## config.mk

```make
export PLATFORM = sky130hd
export DESIGN_NAME = wash_cycle_ctrl
export DESIGN_NICKNAME = d
export VERILOG_FILES = /design/src/rtl/wash_cycle_ctrl.sv
export SDC_FILE = /design/constraint.sdc
export NUM_CORES = 1
export LEC_CHECK = 0
export CORE_MARGIN = 3
export CORE_UTILIZATION = 51
export DETAILED_ROUTE_END_ITERATION = 6
export GPL_TIMING_DRIVEN = 1
export PLACE_DENSITY = 0.82
export RECOVER_POWER = 25
export SKIP_LAST_GASP = 1
export SYNTH_ARGS = -nofsm -noshare
export SYNTH_HDL_FRONTEND = slang
export SYNTH_SLANG_ARGS = --single-unit
```

## constraint.sdc

```tcl
create_clock -name clk -period 4.11 [get_ports clk]
set_clock_uncertainty 0.2 [all_clocks]
set_input_delay 0.411 -clock clk [delete_from_list [all_inputs] [get_ports clk]]
set_output_delay 0.411 -clock clk [all_outputs]
set_load 0.01 [all_outputs]
```

## src/rtl/wash_cycle_ctrl.sv

```systemverilog
// Wash machine master sequencer: fill, wash, drain, N rinse passes, spin.
// Drives the phase timer and the actuators; every output is registered.
module wash_cycle_ctrl #(
  parameter int RINSE_CYCLES = 1,
  parameter int GUARD        = 1
) (
  input  logic       clk,
  input  logic       R_n,
  input  logic       start,
  input  logic       lid_open,
  input  logic       abort,
  input  logic       Tf,
  input  logic       Tw,
  input  logic       Td,
  input  logic       Tr,
  input  logic       Ts,
  output logic [1:0] tmr_load,
  output logic       tmr_R,
  output logic       tmr_hold,
  output logic       water_in,
  output logic       agitate,
  output logic       pump,
  output logic       spinner,
  output logic       busy,
  output logic       done,
  output logic [3:0] state,
  output logic [1:0] rinse_cnt
);

  // state  | meaning
  // IDLE   | waiting for start, timer held restarted
  // FILL   | main fill, valve open
  // WASH   | agitating
  // DRAIN  | pumping out wash water
  // RFILL  | rinse fill
  // RINSE  | rinse agitation
  // RDRAIN | pumping out rinse water, counts the pass
  // SPIN   | spinning, paused while the lid is open
  // DONE   | cycle complete, waits for start to drop
  // ADRAIN | abort drain, returns to IDLE
  typedef enum logic [3:0] {
    IDLE   = 4'd0,
    FILL   = 4'd1,
    WASH   = 4'd2,
    DRAIN  = 4'd3,
    RFILL  = 4'd4,
    RINSE  = 4'd5,
    RDRAIN = 4'd6,
    SPIN   = 4'd7,
    DONE   = 4'd8,
    ADRAIN = 4'd9
  } state_t;

  localparam int GW = $clog2(GUARD + 2);
  localparam logic [GW-1:0] GUARD_LOAD = GW'(GUARD + 1);
  localparam logic [2:0]    RC_LIMIT   = 3'(RINSE_CYCLES);

  state_t        cur, nxt;
  logic [GW-1:0] gcnt;
  logic          armed;
  logic [1:0]    tmr_load_d, rinse_cnt_d;
  logic          tmr_r_d, tmr_hold_d, water_d, agit_d, pump_d, spin_d, busy_d, done_d;

  // Guard counter reaches zero only after the entry cycle plus GUARD cycles.
  assign armed = (gcnt == '0);
  assign state = cur;

  always_ff @(posedge clk or negedge R_n) begin
    if (!R_n) begin
      cur       <= IDLE;
      gcnt      <= '0;
      tmr_load  <= 2'b00;
      tmr_R     <= 1'b1;
      tmr_hold  <= 1'b0;
      water_in  <= 1'b0;
      agitate   <= 1'b0;
      pump      <= 1'b0;
      spinner   <= 1'b0;
      busy      <= 1'b0;
      done      <= 1'b0;
      rinse_cnt <= 2'b00;
    end else begin
      cur       <= nxt;
      if (nxt != cur)  gcnt <= GUARD_LOAD;
      else if (!armed) gcnt <= gcnt - GW'(1);
      tmr_load  <= tmr_load_d;
      tmr_R     <= tmr_r_d;
      tmr_hold  <= tmr_hold_d;
      water_in  <= water_d;
      agitate   <= agit_d;
      pump      <= pump_d;
      spinner   <= spin_d;
      busy      <= busy_d;
      done      <= done_d;
      rinse_cnt <= rinse_cnt_d;
    end
  end

  always_comb begin
    nxt = cur;
    case (cur)
      IDLE:    if (start)         nxt = FILL;
      FILL:    if (armed && Tf)   nxt = WASH;
      WASH:    if (armed && Tw)   nxt = DRAIN;
      DRAIN:   if (armed && Td)   nxt = RFILL;
      RFILL:   if (armed && Tf)   nxt = RINSE;
      RINSE:   if (armed && Tr)   nxt = RDRAIN;
      RDRAIN:  if (armed && Td)   nxt = (({1'b0, rinse_cnt} + 3'd1) < RC_LIMIT) ? RFILL : SPIN;
      SPIN:    if (armed && Ts && !lid_open) nxt = DONE;
      DONE:    if (!start)        nxt = IDLE;
      ADRAIN:  if (armed && Td)   nxt = IDLE;
      default:                    nxt = IDLE;
    endcase
    // Abort overrides any expiry seen in the same cycle.
    if (abort && (cur inside {FILL, WASH, DRAIN, RFILL, RINSE, RDRAIN, SPIN}))
      nxt = ADRAIN;
  end

  always_comb begin
    tmr_load_d  = 2'b00;
    tmr_r_d     = (nxt != cur) || (nxt == IDLE) || (nxt == DONE);
    tmr_hold_d  = 1'b0;
    water_d     = 1'b0;
    agit_d      = 1'b0;
    pump_d      = 1'b0;
    spin_d      = 1'b0;
    busy_d      = 1'b1;
    done_d      = 1'b0;
    rinse_cnt_d = rinse_cnt;
    case (nxt)
      IDLE: begin
        busy_d      = 1'b0;
        rinse_cnt_d = 2'b00;
      end
      FILL, RFILL:           water_d = 1'b1;
      WASH: begin
        tmr_load_d = 2'b01;
        agit_d     = 1'b1;
      end
      DRAIN, RDRAIN, ADRAIN: pump_d = 1'b1;
      RINSE: begin
        tmr_load_d = 2'b10;
        agit_d     = 1'b1;
      end
      SPIN: begin
        tmr_load_d = 2'b11;
        pump_d     = 1'b1;
        spin_d     = !lid_open;
        tmr_hold_d = lid_open;
      end
      DONE: begin
        busy_d = 1'b0;
        done_d = 1'b1;
      end
      default: busy_d = 1'b0;
    endcase
    if (cur == RDRAIN && (nxt == RFILL || nxt == SPIN))
      rinse_cnt_d = rinse_cnt + 2'd1;
  end

endmodule

```

==> results of run 1 <==
==> logic make-up (layout without fill, tap and decap cells) <==
logic type | Yosys count | after routing
AOI/OAI and AO/OA | 17 | 17
adders and majority gates | 2 | 2
DFF | 18 | 18
xor gates and xnor gates | 5 | 5
muxes | 3 | 3
and+or+nand+nor | 46 | 46
buffers and inverters | 13 | 36
==> synthesized netlist by cell type (all sizes together), types with 2 or more instances <==
| cell type | n |
|---|---|
| mux2 | 2 |
| nand3b | 4 |
| dfrtp | 17 |
| nor2b | 4 |
| nand2b | 3 |
| nand3 | 3 |
| and3b | 2 |
| nor3 | 3 |
| or4 | 2 |
| nand2 | 8 |
| nor2 | 6 |
| ha | 2 |
| xor2 | 4 |
| a32oi | 2 |
| inv | 7 |
| buf | 6 |
| o21ai | 4 |
| nor4bb | 2 |
| and2b | 3 |
==> worst paths after layout <==
path / startpoint / to / cells past startpoint
max: gcnt[0] / tmr_R / 8
min: rinse_cnt[0] / rinse_cnt[0] / 2
max reg2reg: gcnt[0] / tmr_R / 8
min reg2reg: rinse_cnt[0] / rinse_cnt[0] / 2
max in group asynchronous: R_n / rinse_cnt[1] / 1
min in group asynchronous: R_n / state[3] / 1
==> per-layer routing <==
metal	vias up	global-route usage
met5	-	0
li1	421	-
met3	3	0.06414
met2	26	0.3476
met1	410	0.2389
met4	0	0.02620
==> worst max-delay path, cell delays in order (launching register included) <==
cell	delay [ps]
dfrtp_1	400
inv_1	70
ha_1	360
and2_1	230
a32oi_1	110
o221ai_1	290
nor2b_1	490
nor3_1	100
or4_1	510
==> report_power, final <==
| part | total (uW) | switching, uW | internal, uW | leakage, uW |
|---|---|---|---|---|
| Sequential | 281 | 58.4 | 223 | 0.000230 |
| Clock | 106 | 52.4 | 54.1 | 0.0000210 |
| Combinational | 397 | 189 | 208 | 0.000322 |
==> through the flow <==
step / hold slack, ps / util / instance area, sq um / worst slack, ps / cells
2_1_floorplan: -84.59 / - / 1049 / 1710 / 104
3_3_place_gp: 333.4 / 0.7034 / 1294 / 1336 / 148
3_5_place_dp: 347.8 / 0.7034 / 1294 / 1280 / 148
4_1_cts: 362.0 / 0.7231 / 1330 / 1245 / 152
5_1_grt: 401.0 / 0.7231 / 1330 / 974.3 / 152
6_report: 355.8 / 0.7231 / 1330 / 1276 / 152
==> registers in the layout (all words and copies together) (netlist names) <==
| name | flops |
|---|---|
| water_in | 1 |
| spinner | 1 |
| tmr_R | 1 |
| rinse_cnt | 2 |
| tmr_hold | 1 |
| state | 4 |
| agitate | 1 |
| tmr_load | 2 |
| busy | 1 |
| gcnt | 2 |
| pump | 1 |
| done | 1 |
==> area by class of cell <==
type                       instances  area [sq um]
multi-input combinational         73         534.3
fill                             152         509.2
sequential                        18         451.7
timing repair buffer              25         250.2
clock buffer                       4         36.28
tap                               25         31.28
inverter                           7         26.28
==> results.yml, run 1 <==
worst_setup_path:
  reg2reg_slack_ps: 1280
  crit_required_ps: 4130
  cp-end-kind: "flop"
  worstSetupPathType: "reg -> reg"
  cp-start-kind: "flop"
  crit_fanout: 11
  cp_data_arrival_time_ps: 2850
pwr:
  report.power.total_uw: 784.7
  p_leak_uw: 0.0005734
  power_density_nw_per_um2: 590.0
  ir_drop_mv: 0.4995
logic_synthesis:
  synth-adder-area-share: 0.02387
  syn_area_sq_um: 1049
  seq_area_frac_synth: 0.4308
  ys_ff_latch: 18
  synthDistinctLibCells: 42
  ys.flop_type: "dfrtp_1"
  synth_top_family_by_area: "simple AND/OR/NAND/NOR gates"
  synthCells: 104
  synth_area_leader_cell: "dfrtp_1"
  synth_mux_area_frac: 0.03461
  synth_edf_count: 0
  ys_warn_count: 0
  mappedNetlistNets: 116
  ys_async_sr_fraction: 1.000
  syn_area_per_cell_sq_um: 10.08
  synth_top_area_share: 0.4057
  synth_compound_area_frac: 0.1289
  synth-xor-area-share: 0.04177
  synthSimpleGateAreaFrac: 0.2804
  ys_top_cells_by_area: "dfrtp_1, xor2_1, nand2_1"
route:
  firstDrtPassIters: 4
  wirelength_microns: 2162
  dr_wl_met2_microns: 1050
  routed.top_layer: "met4"
  ant_nets: 0
  routedWlPerCell_microns: 14.22
  viasPerCell: 5.658
  dr_total_vias: 860
  dr_wl_met3_microns: 134
  drc_errors: 0
  drt-initial-drc-count: 10
  wl_met1_microns: 966
finish:
  mostFrequentLayoutCells: "clkdlybuf4s50_1, dfrtp_1, nand2_1, inv_1, nor2_1"
  final_common_cell: "clkdlybuf4s50_1"
  diodes: 0
  drive_above_1_share: 0.07874
  area_delta_synth_final_pct: 26.85
  num-nets-final: 140
die:
  core_region_area_sq_um: 1839
  die-area_sq_um: 2636
  start_util: 0.5701
  rows: 15
  dieHeight_microns: 51.34
  pin_count: 26
  dieWidth_microns: 51.34
clock_network:
  post-cts-setup-buffers: 0
  htree_levels: 1
  clock-sinks: 18
  cts_hold_buf: 0
  post_cts_resized: 0
  numCtsBuffers: 3
  cts_tree: "done"
  root_buffer: "clkbuf_4"
  clk_pin_slew_ps: 100
  clk_latency_ps: 300
  clock_path_buffers: 2
flow_run:
  max_cap_viol_count: 0
global_routing:
  antenna_found_initial: 0
  grt_pass1_vias: 857
  grt_use_total: 0.1969
  grt_overflow: 0
  grt_max_degree: 19
  grt_pass1_wl_microns: 3877
sta:
  worstMarginPinSlew_ps: 793.9
  final_hold_viol_count: 0
  finalCritPeriodShare: 0.6895
  drv_slew: 0
  tns_ps: 0
  rsz0062_at_grt: "no"
  relSlewSlack: 0.4690
  fin_crit_ps: 2834
  fmax_ghz: 0.3529
  setup_viol: 0
placement:
  hpwlAfterDp_microns: 1688
  port_buffers: 25
  place.gp.congestion: 0.8310
min_path:
  hold_path.class: "reg -> reg"
outcome:
  outcome: "finished clean"
(Power assumes the default switching activity.)
==> inputs of run 2 (changes only) <==
--- a/config.mk
+++ b/config.mk
@@ -6,10 +6,10 @@
 export NUM_CORES = 1
 export LEC_CHECK = 0
 export CORE_MARGIN = 3
-export CORE_UTILIZATION = 51
+export CORE_UTILIZATION = 48
 export DETAILED_ROUTE_END_ITERATION = 6
 export GPL_TIMING_DRIVEN = 1
-export PLACE_DENSITY = 0.82
+export PLACE_DENSITY = 0.78
 export RECOVER_POWER = 25
 export SKIP_LAST_GASP = 1
 export SYNTH_ARGS = -nofsm -noshare
==> constraint.sdc (replaced) <==
create_clock -name clk -period 2.8 [get_ports clk]
set_clock_uncertainty 0.2 [all_clocks]
set_input_delay 0.28 -clock clk [delete_from_list [all_inputs] [get_ports clk]]
set_output_delay 0.28 -clock clk [all_outputs]
set_load 0.01 [all_outputs]
==> run 2 against run 1 <==
Design area is 2.6% higher; power is 50% higher; count of clock-buffer cells in the layout stayed put; clock power is 42% higher; global-route usage is 0.17 points lower; maximum frequency is 9.5% higher; final cell count is 3.9% higher; non-clock buffer count is 4 higher; register-to-register slack worse by 1100 ps; hold slack worse by 56 ps; routed wire length is 7.3% higher; die area is 5.5% higher; largest cell class unchanged; highest routed layer unchanged.
==> results.yml, run 2 (same netlist as run 1, synthesis figures left out) <==
route:
  drc_errors: 0
  ant_nets: 0
  dr_total_vias: 881
  firstDrtPassIters: 4
  drt-initial-drc-count: 13
  viasPerCell: 5.576
  wirelength_microns: 2319
  routedWlPerCell_microns: 14.68
worst_setup_path:
  worstSetupPathType: "reg -> reg"
  cp-start-kind: "flop"
  path_cells: "inv_1 > ha_1 > buf_4 > nand2_1 > a32oi_1 > o211a_1 > o21a_4 > xnor2_1 > or4_1"
  cp_slowest_stage_delay_ps: 550
  reg2reg_slack_ps: 210
  crit_path_top_delay_cell: "or4_1"
  reg2reg_from: "gcnt[0]"
  crit_required_ps: 2800
  cp_data_arrival_time_ps: 2590
  crit_buf_inv: 2
  cp-end-kind: "flop"
  cp_top_family: "compound AO/OA/AOI/OAI gates"
  r2r_end: "tmr_R"
  rr_worst_depth: 9
  crit_fanout: 7
finish:
  mostFrequentLayoutCells: "clkdlybuf4s50_1, dfrtp_1, nand2_1, inv_1, nor2_1"
  drive_above_1_share: 0.1145
  seq_area_sq_um: 451.7
  final_common_cell: "clkdlybuf4s50_1"
  final.fill_count: 170
  area_delta_synth_final_pct: 30.19
  largest_reg_flops: 4
  multi_input_area_sq_um: 536.8
  diodes: 0
  num-nets-final: 144
die:
  die-area_sq_um: 2781
  pin_count: 26
  dieHeight_microns: 52.74
  dieWidth_microns: 52.74
  core_region_area_sq_um: 2022
  start_util: 0.5186
  rows: 16
pwr:
  p_leak_uw: 0.0005941
  power_density_nw_per_um2: 865.1
  report.power.total_uw: 1181
  ir_drop_mv: 0.6230
placement:
  hpwlAfterDp_microns: 1789
  port_buffers: 25
  place.gp.congestion: 0.8466
sta:
  fin_crit_ps: 2587
  worstMarginPinSlew_ps: 753.6
  fmax_ghz: 0.3865
  tns_ps: 0
  setup_viol: 0
  rsz0062_at_grt: "no"
  finalCritPeriodShare: 0.9240
  drv_slew: 0
  relSlewSlack: 0.4960
  final_hold_viol_count: 0
  whs_ps: 299.5
flow_run:
  max_cap_viol_count: 0
clock_network:
  post-cts-setup-buffers: 0
  root_buffer: "clkbuf_4"
  clk_latency_ps: 280
  htree_levels: 1
  clk_pin_slew_ps: 90
  cts_tree: "done"
  clock-sinks: 18
  clock_path_buffers: 2
  numCtsBuffers: 3
global_routing:
  grt_max_degree: 19
  grt_use_total: 0.1952
  grt_pass1_vias: 888
  grt_pass1_wl_microns: 3960
  grt_overflow: 0
  antenna_found_initial: 0
outcome:
  outcome: "finished clean"
min_path:
  hold_path.class: "in -> async"
run 2: worst max path at each step:
stage / startpoint / end / slack, ps / cells after the start
floorplan: state[2] / tmr_R / 400 / 6
global placement: Tf / tmr_R / 170 / 7
detailed placement: Tf / tmr_R / 100 / 7
CTS: gcnt[0] / tmr_R / 170 / 8
global route: gcnt[0] / tmr_R / 40 / 9
finish: gcnt[0] / tmr_R / 210 / 9
run 2: layout make-up:
type	count	share of cell area
multi-input cells	73	0.3932
flip-flops and latches	18	0.3309
repair buffers	29	0.2053
clock buffers	4	0.02658
well taps	27	0.02475
inverters	7	0.01925
run 2: timing repair:
item,in CTS,in global routing
resized for setup,0,1
endpoints found under the setup margin,0,1
hold buffers,0,0
run 2: layer usage:
| metal | track usage | routed length (microns) |
|---|---|---|
| met1 | 0.2289 | 989 |
| met5 | 0 | 0 |
| met2 | 0.3244 | 1175 |
| met3 | 0.06553 | 133 |
| met4 | 0.07660 | 21 |
run 2: power by group:
| group | switching (uW) | total (uW) | internal (uW) |
|---|---|---|---|
| combinational | 307 | 629 | 322 |
| sequential | 73.9 | 401 | 327 |
| clock | 71.6 | 151 | 79.2 |
run 2: through the flow:
step / worst slack [ps] / instance area [sq um] / std cells / util
finish: 212.8 / 1365 / 158 / 0.6751
global route: 37.15 / 1365 / 158 / 0.6751
CTS: 166.9 / 1363 / 158 / 0.6739
detailed placement: 96.01 / 1326 / 154 / 0.6559
global placement: 173.8 / 1326 / 154 / 0.6559
floorplan: 399.6 / 1049 / 104 / -
run 2: worst register-to-register path, delay by kind of cell, from the launching register on:
family,cells,cell delay (ps)
compound gates,3,690
buf+inv,2,250
simple gates,2,650
fa+ha+maj,1,220
flops,1,410
xor+xnor,1,90
==> inputs of run 3 (changes only) <==
--- a/config.mk
+++ b/config.mk
@@ -5,6 +5,7 @@
 export SDC_FILE = /design/constraint.sdc
 export NUM_CORES = 1
 export LEC_CHECK = 0
+export CAP_MARGIN = 10
 export CORE_MARGIN = 3
 export CORE_UTILIZATION = 48
 export DETAILED_ROUTE_END_ITERATION = 6
==> results of run 3 <==
Same layout as run 2: the final DEF is identical, and so are final timing and power.
